===== src/rtl/ddr2_cmd_replay_buffer.sv =====
// Go-back-N replay buffer between the command CRC front-end and ddr2_controller.
// Holds each issued command until CRC feedback acks it; replays from the oldest unacked command on error.
module ddr2_cmd_replay_buffer #(
   parameter int ADDR_WIDTH = 25,
   parameter int CRC_WIDTH  = 8,
   parameter int DEPTH      = 4,
   parameter int MAX_RETRY  = 3
) (
   input  logic                  clk,
   input  logic                  reset,
   input  logic [2:0]            in_cmd,
   input  logic [1:0]            in_sz,
   input  logic [ADDR_WIDTH-1:0] in_addr,
   input  logic [CRC_WIDTH-1:0]  in_crc,
   input  logic                  in_put,
   output logic                  in_full,
   output logic [2:0]            out_cmd,
   output logic [1:0]            out_sz,
   output logic [ADDR_WIDTH-1:0] out_addr,
   output logic [CRC_WIDTH-1:0]  out_crc,
   output logic                  out_put,
   output logic                  out_retry,
   input  logic                  out_ready,
   input  logic                  fb_valid,
   input  logic                  fb_error,
   output logic                  fatal,
   output logic                  fb_unexp,
   output logic [15:0]           err_count
);

   localparam int IW = $clog2(DEPTH);
   localparam int PW = IW + 1;
   localparam int EW = 3 + 2 + ADDR_WIDTH + CRC_WIDTH;
   localparam int RW = $clog2(MAX_RETRY + 1);

   typedef enum logic [1:0] {RUN, REPLAY, FATAL} state_t;

   state_t state, state_nx;

   logic [EW-1:0] mem [DEPTH];
   logic [PW-1:0] wr_ptr, iss_ptr, ack_ptr, replay_end;
   logic [RW-1:0] retry_cnt;

   logic full, outstanding, pending, fb_err_raw, fb_apply;
   logic do_write, do_issue, ok_now, err_now, limit_hit;

   // Outstanding = [ack, iss), pending = [iss, wr); pointers carry one extra wrap bit.
   always_comb begin
      full        = (wr_ptr - ack_ptr) == PW'(DEPTH);
      in_full     = full | fatal;
      outstanding = ack_ptr != iss_ptr;
      pending     = iss_ptr != wr_ptr;
      fb_err_raw  = fb_valid & fb_error;
      fb_apply    = fb_valid & outstanding & (state != FATAL);
      do_write    = in_put & ~in_full;
      do_issue    = (state != FATAL) & pending & out_ready & ~fb_err_raw;
      ok_now      = fb_apply & ~fb_error;
      err_now     = fb_apply & fb_error;
      limit_hit   = err_now & (retry_cnt >= RW'(MAX_RETRY));

      state_nx = state;
      case (state)
         RUN: begin
            if (err_now) state_nx = limit_hit ? FATAL : REPLAY;
         end
         REPLAY: begin
            if (err_now)                      state_nx = limit_hit ? FATAL : REPLAY;
            else if (iss_ptr == replay_end)   state_nx = RUN;
         end
         default: state_nx = FATAL;
      endcase
   end

   always_ff @(posedge clk) begin
      if (reset) state <= RUN;
      else       state <= state_nx;
   end

   // Entry storage needs no reset: pointers alone define which entries are live.
   always_ff @(posedge clk) begin
      if (do_write) mem[wr_ptr[IW-1:0]] <= {in_cmd, in_sz, in_addr, in_crc};
   end

   always_ff @(posedge clk) begin
      if (reset) begin
         wr_ptr     <= '0;
         iss_ptr    <= '0;
         ack_ptr    <= '0;
         replay_end <= '0;
         retry_cnt  <= '0;
         fatal      <= 1'b0;
         fb_unexp   <= 1'b0;
         err_count  <= '0;
      end else begin
         if (do_write) wr_ptr <= wr_ptr + PW'(1);

         // While already replaying, replay_end never moves back since iss never passes it.
         if (err_now && !limit_hit) begin
            iss_ptr   <= ack_ptr;
            retry_cnt <= retry_cnt + RW'(1);
            if (state == RUN) replay_end <= iss_ptr;
         end else if (do_issue) begin
            iss_ptr <= iss_ptr + PW'(1);
         end

         if (ok_now) begin
            ack_ptr   <= ack_ptr + PW'(1);
            retry_cnt <= '0;
         end

         if (err_now && err_count != 16'hFFFF) err_count <= err_count + 16'd1;
         if (limit_hit) fatal <= 1'b1;
         if (fb_valid && !outstanding && state != FATAL) fb_unexp <= 1'b1;
      end
   end

   // Command fields hold their last issued value between strobes.
   always_ff @(posedge clk) begin
      if (reset) begin
         out_cmd   <= '0;
         out_sz    <= '0;
         out_addr  <= '0;
         out_crc   <= '0;
         out_put   <= 1'b0;
         out_retry <= 1'b0;
      end else begin
         out_put   <= do_issue;
         out_retry <= do_issue && (state == REPLAY) && (iss_ptr != replay_end);
         if (do_issue) {out_cmd, out_sz, out_addr, out_crc} <= mem[iss_ptr[IW-1:0]];
      end
   end

endmodule


===== config.mk =====
export PLATFORM = sky130hd
export DESIGN_NAME = ddr2_cmd_replay_buffer
export DESIGN_NICKNAME = d
export VERILOG_FILES = /design/src/rtl/ddr2_cmd_replay_buffer.sv
export SDC_FILE = /design/constraint.sdc
export NUM_CORES = 1
export LEC_CHECK = 0
export ABC_AREA = 1
export CORE_ASPECT_RATIO = 2
export CORE_MARGIN = 4
export CORE_UTILIZATION = 40
export CTS_CLUSTER_SIZE = 12
export DETAILED_ROUTE_END_ITERATION = 8
export PLACE_DENSITY = 0.57
export SETUP_SLACK_MARGIN = 0.2
export SYNTH_ARGS = -nofsm -noshare
export SYNTH_HDL_FRONTEND = slang
export SYNTH_SLANG_ARGS = --single-unit

===== constraint.sdc =====
create_clock -name clk -period 10.07 [get_ports clk]
set_input_delay 2.014 -clock clk [delete_from_list [all_inputs] [get_ports clk]]
set_output_delay 2.014 -clock clk [all_outputs]
set_load 0.02 [all_outputs]

==> results of run 1 <==
[power by group]
group          switching (mW)  internal (mW)
sequential             0.0972           1.19
combinational           0.643          0.353
clock                   0.330          0.428
total                    1.07           1.97
[through the flow]
stage / cell area, sq um / total power, mW / setup WS, ns / hold slack [ns]
floorplan: 9020 / 1.96 / 5.86 / 0.447
global placement: 10200 / 2.31 / 5.50 / 0.458
detailed placement: 10200 / 2.32 / 5.46 / 0.458
CTS: 10900 / 3.09 / 5.58 / 0.474
global route: 10900 / 3.23 / 5.46 / 0.497
finish: 10900 / 3.04 / 5.64 / 0.466
[state kept, by name, summed over array words and instances, names as in the netlist, 3 cells and up]
name and count:
iss_ptr 3, out_crc 8, replay_end 3, out_cmd 3
out_addr 25, err_count 16, mem 152, ack_ptr 3
wr_ptr 3
[placed cells by master (no fill, tap or decap)]
master                              n
sky130_fd_sc_hd__clkbuf_2           1
sky130_fd_sc_hd__nand2_1           80
sky130_fd_sc_hd__dfxtp_1           72
sky130_fd_sc_hd__nor3_1             3
sky130_fd_sc_hd__a21oi_2            1
sky130_fd_sc_hd__clkinv_2           2
sky130_fd_sc_hd__o21ai_1           10
sky130_fd_sc_hd__clkbuf_16         23
sky130_fd_sc_hd__nor2_1           194
sky130_fd_sc_hd__nand2_2            3
sky130_fd_sc_hd__xnor2_1            9
sky130_fd_sc_hd__nand3_2            4
sky130_fd_sc_hd__nand4_1            6
sky130_fd_sc_hd__nor2_2             2
sky130_fd_sc_hd__or2_1              1
sky130_fd_sc_hd__nor4_1             1
sky130_fd_sc_hd__ha_1              10
sky130_fd_sc_hd__inv_4              2
sky130_fd_sc_hd__nor3_2             1
sky130_fd_sc_hd__inv_1             28
sky130_fd_sc_hd__xor2_1            11
sky130_fd_sc_hd__nand3_1           22
sky130_fd_sc_hd__clkdlybuf4s50_1  102
sky130_fd_sc_hd__edfxtp_1         152
sky130_fd_sc_hd__nor2_4             5
sky130_fd_sc_hd__buf_4              6
sky130_fd_sc_hd__o21ai_0          110
sky130_fd_sc_hd__nand4_2            1
sky130_fd_sc_hd__dfxtp_2            2
sky130_fd_sc_hd__inv_2              4
sky130_fd_sc_hd__o22ai_1           38
sky130_fd_sc_hd__a21oi_1           24
sky130_fd_sc_hd__o21a_1             1
sky130_fd_sc_hd__nand3b_1           1
sky130_fd_sc_hd__clkbuf_1          14
[worst max-delay path, delay by kind of cell (launching register included)]
family / cells / cell delay, ns
adder cells (fa/ha/maj): 1 / 0.21
buffers and inverters: 3 / 0.81
flip-flops: 1 / 0.44
AND/OR/NAND/NOR: 4 / 0.45
[per-layer routing]
metal	up-vias	part of all wire	track usage
li1	3085	-	-
met1	3057	0.36	0.182
met2	134	0.57	0.338
met3	39	0.037	0.0203
met4	0	0.031	0.0698
met5	-	0	0
[how the worst min path moves through the flow]
stage / from / slack, ns / endpoint / depth (start not counted)
floorplan: retry_cnt[1] / 0.45 / retry_cnt[1] / 2
global placement: retry_cnt[1] / 0.46 / retry_cnt[1] / 2
detailed placement: fb_unexp / 0.46 / fb_unexp / 1
CTS: fb_unexp / 0.47 / fb_unexp / 1
global route: retry_cnt[1] / 0.50 / retry_cnt[1] / 2
finish: fb_unexp / 0.47 / fb_unexp / 1
[area by class of cell]
cell class                      instances  area (sq um)  area share
Sequential cell                       226          6050       0.556
Multi-Input combinational cell        538          2640       0.242
Timing Repair Buffer                  108          1070      0.0981
Clock buffer                           38           633      0.0582
Tap cell                              276           345      0.0318
Inverter                               33           126      0.0116
Clock inverter                          3          16.3     0.00150
[cells by family after synthesis]
kind of cell             Yosys count  synth area share
AO/OA/AOI/OAI                    184             0.108
XOR/XNOR                          20            0.0194
adder cells (fa/ha/maj)           10            0.0139
buffers and inverters             78            0.0404
flip-flops                       226             0.671
AND/OR/NAND/NOR                  324             0.148
==> results.txt, run 1 <==
----------------------------------------------------
[CTS]
  Number of buffers created by CTS ... 23
  Clock tree from TritonCTS ... built
  Source-to-sink clock delay at the later pin of the worst-skew pair ... 0.51 ns
  CTS clock-pin slew for the worst setup and hold paths ... 0.07 ns
  Longest Clk Path Bufs ... 3
  Number of clock sinks seen by CTS ... 226
  # resized after CTS ... 0
  H-tree levels ... 1
  Post-CTS Repair Setup Buffers ... 0
  Root Buffer Master ... sky130_fd_sc_hd__clkbuf_16
  Count of hold buffers inserted by post-cts repair ... 0

[Floorplanning]
  Initial core utilization ... 0.407
  Overall die height ... 220 um
  Die width ... 114 um
  Die Footprint ... 25200 sq um
  Floorplan Core Area ... 22200 sq um
  FP Rows ... 77
  I/O pin count ... 103

[Routing]
  Count of TritonRoute iterations in the first routing pass ... 5
  Number of vias after detailed routing ... 6315
  Wire length after detailed routing ... 21700 um
  Via-per-instance ratio ... 5.17
  Antenna violation net count after detailed routing ... 0
  Avg WL per Cell ... 17.8 um
  Post-route DRC ... 0
  1st-iter DRT viols ... 442

[Synth]
  Post-synth top area cell ... sky130_fd_sc_hd__edfxtp_1
  Yosys top cell area share ... 0.506
  Netlist area before placement ... 9020 sq um
  Synth cell count leaders ... 198 x sky130_fd_sc_hd__nor2_1, 152 x sky130_fd_sc_hd__edfxtp_1, 110 x sky130_fd_sc_hd__o21ai_0
  Synthesized area per cell ... 10.7 sq um
  Number of nets produced by synthesis ... 896
  Largest cells by area after synthesis ... sky130_fd_sc_hd__edfxtp_1 51%, sky130_fd_sc_hd__dfxtp_1 16%, sky130_fd_sc_hd__nor2_1 8.2%
  Number of flip-flops and latches in the synthesized netlist ... 226
  Portion of the post-synthesis area used by sequential elements ... 0.671
  Post-synth cell types ... 35
  Number of synthesized flops with an enable pin ... 152
  Number of instances in the synthesized netlist ... 842
  Yosys warnings ... 0
  Post-synthesis async set-or-reset flop share ... 0
  Library cell with the highest instance count after synthesis ... sky130_fd_sc_hd__nor2_1
  Leading register cell type out of synthesis ... sky130_fd_sc_hd__edfxtp_1

[Global routing]
  Overflow after GRT ... 0
  Initial antenna violation count ... 0
  Largest net degree at the start of global routing ... 83
  Wire length of the first global-routing pass ... 33800 um
  Overall fraction of global-route tracks in use ... 0.172
  Number of global-route vias before repair ... 6329

[Final layout]
  # nets final ... 984
  Layout filler cell count ... 2056
  Final standard cell utilization of the core ... 0.491
  Fraction of layout instances using a drive strength above 1 ... 0.0603
  Relative area change from synthesis to final layout ... 20.6%
  # diodes ... 0
  Layout Cells excl Fill ... 1222

[Timing]
  Fin crit share ... 0.440
  Slew at the pin with the worst max-slew slack ... 0.956 ns
  Total negative setup slack ... 0 ns
  Worst setup skew after layout ... 0.0126 ns
  Highest achievable clock rate ... 226 MHz
  Max-slew headroom at the worst pin ... 0.362
  Setup violations, final ... 0
  Setup repair after global routing missed its margin ... no
  Number of hold violations in the final report ... 0
  Final Max Tran Viols ... 0
  Clock period minus worst slack ... 4.43 ns

[Setup path]
  Startpoint of the most critical register-to-register path ... iss_ptr[0]
  Slowest cell on the critical path ... sky130_fd_sc_hd__clkdlybuf4s50_1
  Startpoint-to-endpoint class of the critical path ... reg2out
  FF-to-FF path depth ... 7
  Worst R2R Setup Slack ... 7.04 ns
  Data arrival time at the worst-slack endpoint ... 2.41 ns
  Worst r2r dst ... out_addr[23]
  Timing endpoint of the critical path ... in_full
  Stage delay of the slowest cell on the critical path ... 0.62 ns
  Worst Setup Start Kind ... flop
  CP startpoint ... wr_ptr[0]
  Worst endpoint required time ... 8.06 ns
  Cell chain of the critical path ... inv_1 -> ha_1 -> inv_1 -> nand2_1 -> nand4_1 -> nand3_1 -> nand2_1 -> clkdlybuf4s50_1
  Critical Path End Type ... output pin
  Critical-path maximum fanout ... 5

[Run]
  Number of max-cap violations ... 0

[Placement]
  Half-perimeter wire length of the detailed placement result ... 13300 um
  Count of placed standard cells including taps ... 1181
  Port Buf Inserts ... 102
  RePlAce Congestion ... 0.899

[Power]
  Power density over the cells ... 279 nW/um^2
  LEAKAGE ... 3.77 nW
  IR drop worst, VDD ... 0.000166 V

[Status]
  Run status ... finished clean

[Worst hold path]
  Worst min-delay path class ... reg2reg

----------------------------------------------------
(Power assumes the default switching activity.)
==> run 2, diff against run 1 <==
- clock period: 10.07 -> 4.6 ns (I/O delays scaled with it)
==> run 2 against run 1 <==
Sequential power increased by 120%. Clock-buffer cell count unchanged. Final cell count about the same. Worst hold slack improved by 0.0096 ns. Highest routed layer unchanged. Largest power group unchanged.
==> results.txt, run 2 (synthesis gave the netlist of run 1 again) <==
----------------------------------------------------
[Floorplanning]
  Floorplan Core Area ... 22200 sq um (unchanged)
  I/O pin count ... 103 (unchanged)
  FP Rows ... 77 (unchanged)
  Die Footprint ... 25200 sq um (unchanged)
  Overall die height ... 220 um (unchanged)
  Initial core utilization ... 0.407 (unchanged)
  Die width ... 114 um (unchanged)

[Global routing]
  Largest net degree at the start of global routing ... 82 (-1.2%)
  Overflow after GRT ... 0 (unchanged)
  Wire length of the first global-routing pass ... 33300 um (-1.5%)
  Number of global-route vias before repair ... 6402 (+1.2%)
  Initial antenna violation count ... 0 (unchanged)
  Overall fraction of global-route tracks in use ... 0.169 (-0.00367)

[CTS]
  H-tree levels ... 1 (unchanged)
  Count of hold buffers inserted by post-cts repair ... 0 (unchanged)
  Longest Clk Path Bufs ... 3 (unchanged)
  CTS clock-pin slew for the worst setup and hold paths ... 0.06 ns (about the same)
  Post-CTS Repair Setup Buffers ... 0 (unchanged)
  Number of clock sinks seen by CTS ... 226 (unchanged)
  Clock tree from TritonCTS ... built
  # resized after CTS ... 0 (unchanged)
  Root Buffer Master ... sky130_fd_sc_hd__clkbuf_16
  Number of buffers created by CTS ... 23 (unchanged)
  Source-to-sink clock delay at the later pin of the worst-skew pair ... 0.50 ns (about the same)

[Setup path]
  Data arrival time at the worst-slack endpoint ... 2.44 ns (+0.03 ns)
  Top Family by Delay on Critical Path ... buffers and inverters
  Stage delay of the slowest cell on the critical path ... 0.62 ns (about the same)
  Worst endpoint required time ... 3.68 ns (-4.38 ns)
  Crit path buffers/inverters ... 3 (unchanged)
  Slowest cell on the critical path ... sky130_fd_sc_hd__clkdlybuf4s50_1
  Critical Path End Type ... output pin
  Worst Setup Start Kind ... flop
  Critical-path maximum fanout ... 5 (unchanged)
  Startpoint-to-endpoint class of the critical path ... reg2out
  Cell chain of the critical path ... inv_1 -> ha_1 -> inv_1 -> nand2_1 -> nand4_1 -> nand3_1 -> nand2_1 -> clkdlybuf4s50_1

[Timing]
  Final critical-path setup slack ... 1.24 ns (-4.40 ns)
  Setup repair after global routing missed its margin ... no
  Worst setup skew after layout ... 0.0130 ns (+0.000398 ns)
  Fin crit share ... 0.730
  Worst slack on hold paths ... 0.476 ns (+0.00962 ns)
  Number of hold violations in the final report ... 0 (unchanged)
  Highest achievable clock rate ... 298 MHz
  Setup violations, final ... 0 (unchanged)
  Total negative setup slack ... 0 ns (unchanged)
  Slew at the pin with the worst max-slew slack ... 0.935 ns (-0.0211 ns)
  Max-slew headroom at the worst pin ... 0.377 (+0.0150)
  Clock period minus worst slack ... 3.36 ns
  Final Max Tran Viols ... 0 (unchanged)

[Final layout]
  Relative area change from synthesis to final layout ... 21.1%
  Sequential Area ... 6050 sq um (unchanged)
  # diodes ... 0 (unchanged)
  Area used by multi-input combinational logic ... 2640 sq um (unchanged)
  # nets final ... 986 (+0.20%)
  Fraction of layout instances using a drive strength above 1 ... 0.0623 (+0.00205)
  Layout filler cell count ... 2080 (+1.2%)
  Highest-count cells in the layout ignoring fill and taps ... 194 x sky130_fd_sc_hd__nor2_1, 152 x sky130_fd_sc_hd__edfxtp_1, 110 x sky130_fd_sc_hd__o21ai_0
  Flip-flop count of the largest register after layout ... 152 (unchanged)
  Most common library cell in the layout ignoring fill and taps ... sky130_fd_sc_hd__nor2_1

[Routing]
  Post-route DRC ... 0 (unchanged)
  Count of TritonRoute iterations in the first routing pass ... 4 (-1)
  Via-per-instance ratio ... 5.21 (+0.80%)
  Number of vias after detailed routing ... 6371 (+0.89%)
  Antenna violation net count after detailed routing ... 0 (unchanged)
  Wire length after detailed routing ... 21300 um (-1.8%)
  1st-iter DRT viols ... 412 (-6.8%)
  Avg WL per Cell ... 17.4 um (-1.9%)

[Power]
  IR drop worst, VDD ... 0.000345 V (+110%)
  LEAKAGE ... 3.79 nW (+0.47%)
  Power density over the cells ... 617 nW/um^2 (+120%)

[Worst hold path]
  Worst min-delay path class ... reg2reg

[Placement]
  Port Buf Inserts ... 102 (unchanged)
  Half-perimeter wire length of the detailed placement result ... 13500 um (+1.4%)
  RePlAce Congestion ... 0.895 (-0.46%)
  Worst setup slack before clock tree synthesis ... 1.43 ns (-4.04 ns)

[Status]
  Run status ... finished clean

[Run]
  Number of max-cap violations ... 0 (unchanged)

----------------------------------------------------
==> run 2: cell count changes in the layout (fill, tap and decap cells not counted), sizes merged <==
| cell | change |
|---|---|
| clkinvlp | +1 |
| clkinv | -2 |
| buf | +2 |
| inv | -1 |
| bufinv | +1 |
==> run 2: tightest hold or removal path, stage by stage, from the launching register on <==
cell and delay [ns]:
sky130_fd_sc_hd__dfxtp_1 0.31, sky130_fd_sc_hd__nand2_1 0.06, sky130_fd_sc_hd__a21oi_1 0.05
==> run 2: through the flow <==
| stage | cell area, sq um | std cells | total power, mW | util |
|---|---|---|---|---|
| 3_5_place_dp | 10200 | 1183 | 5.09 | 0.462 |
| 6_report | 10900 | 1223 | 6.74 | 0.493 |
| 5_1_grt | 10900 | 1223 | 7.16 | 0.493 |
| 3_3_place_gp | 10200 | 1183 | 5.07 | 0.462 |
| 4_1_cts | 10900 | 1223 | 6.83 | 0.493 |
| 2_1_floorplan | 9020 | 842 | 4.29 | - |
==> run 2: worst paths after layout <==
check,start,to,slack [ns],depth (start not counted)
worst min register to register,retry_cnt[1],retry_cnt[1],0.48,2
worst max register to register,wr_ptr[0],mem[3][23],1.74,10
worst min-delay path,retry_cnt[1],retry_cnt[1],0.48,2
worst max-delay path,wr_ptr[0],in_full,1.24,8
==> run 2: cell type report <==
cell class	count	area share
clock inverters	2	0.00344
repair buffers	110	0.0990
clock buffers	38	0.0589
well taps	276	0.0316
inverters	33	0.0116
flip-flops and latches	226	0.554
multi-input cells	538	0.241
==> run 2: where the power goes <==
part           switching, mW  internal (mW)  total (mW)
registers              0.159           2.60        2.76
clock network          0.721           1.00        1.73
logic                   1.48          0.779        2.26
total                   2.36           4.38        6.74
==> run 2: metal layers <==
metal  share of wire  track usage
met5               0            0
met4           0.027       0.0614
met3           0.034       0.0208
met2            0.57        0.334
met1            0.37        0.178
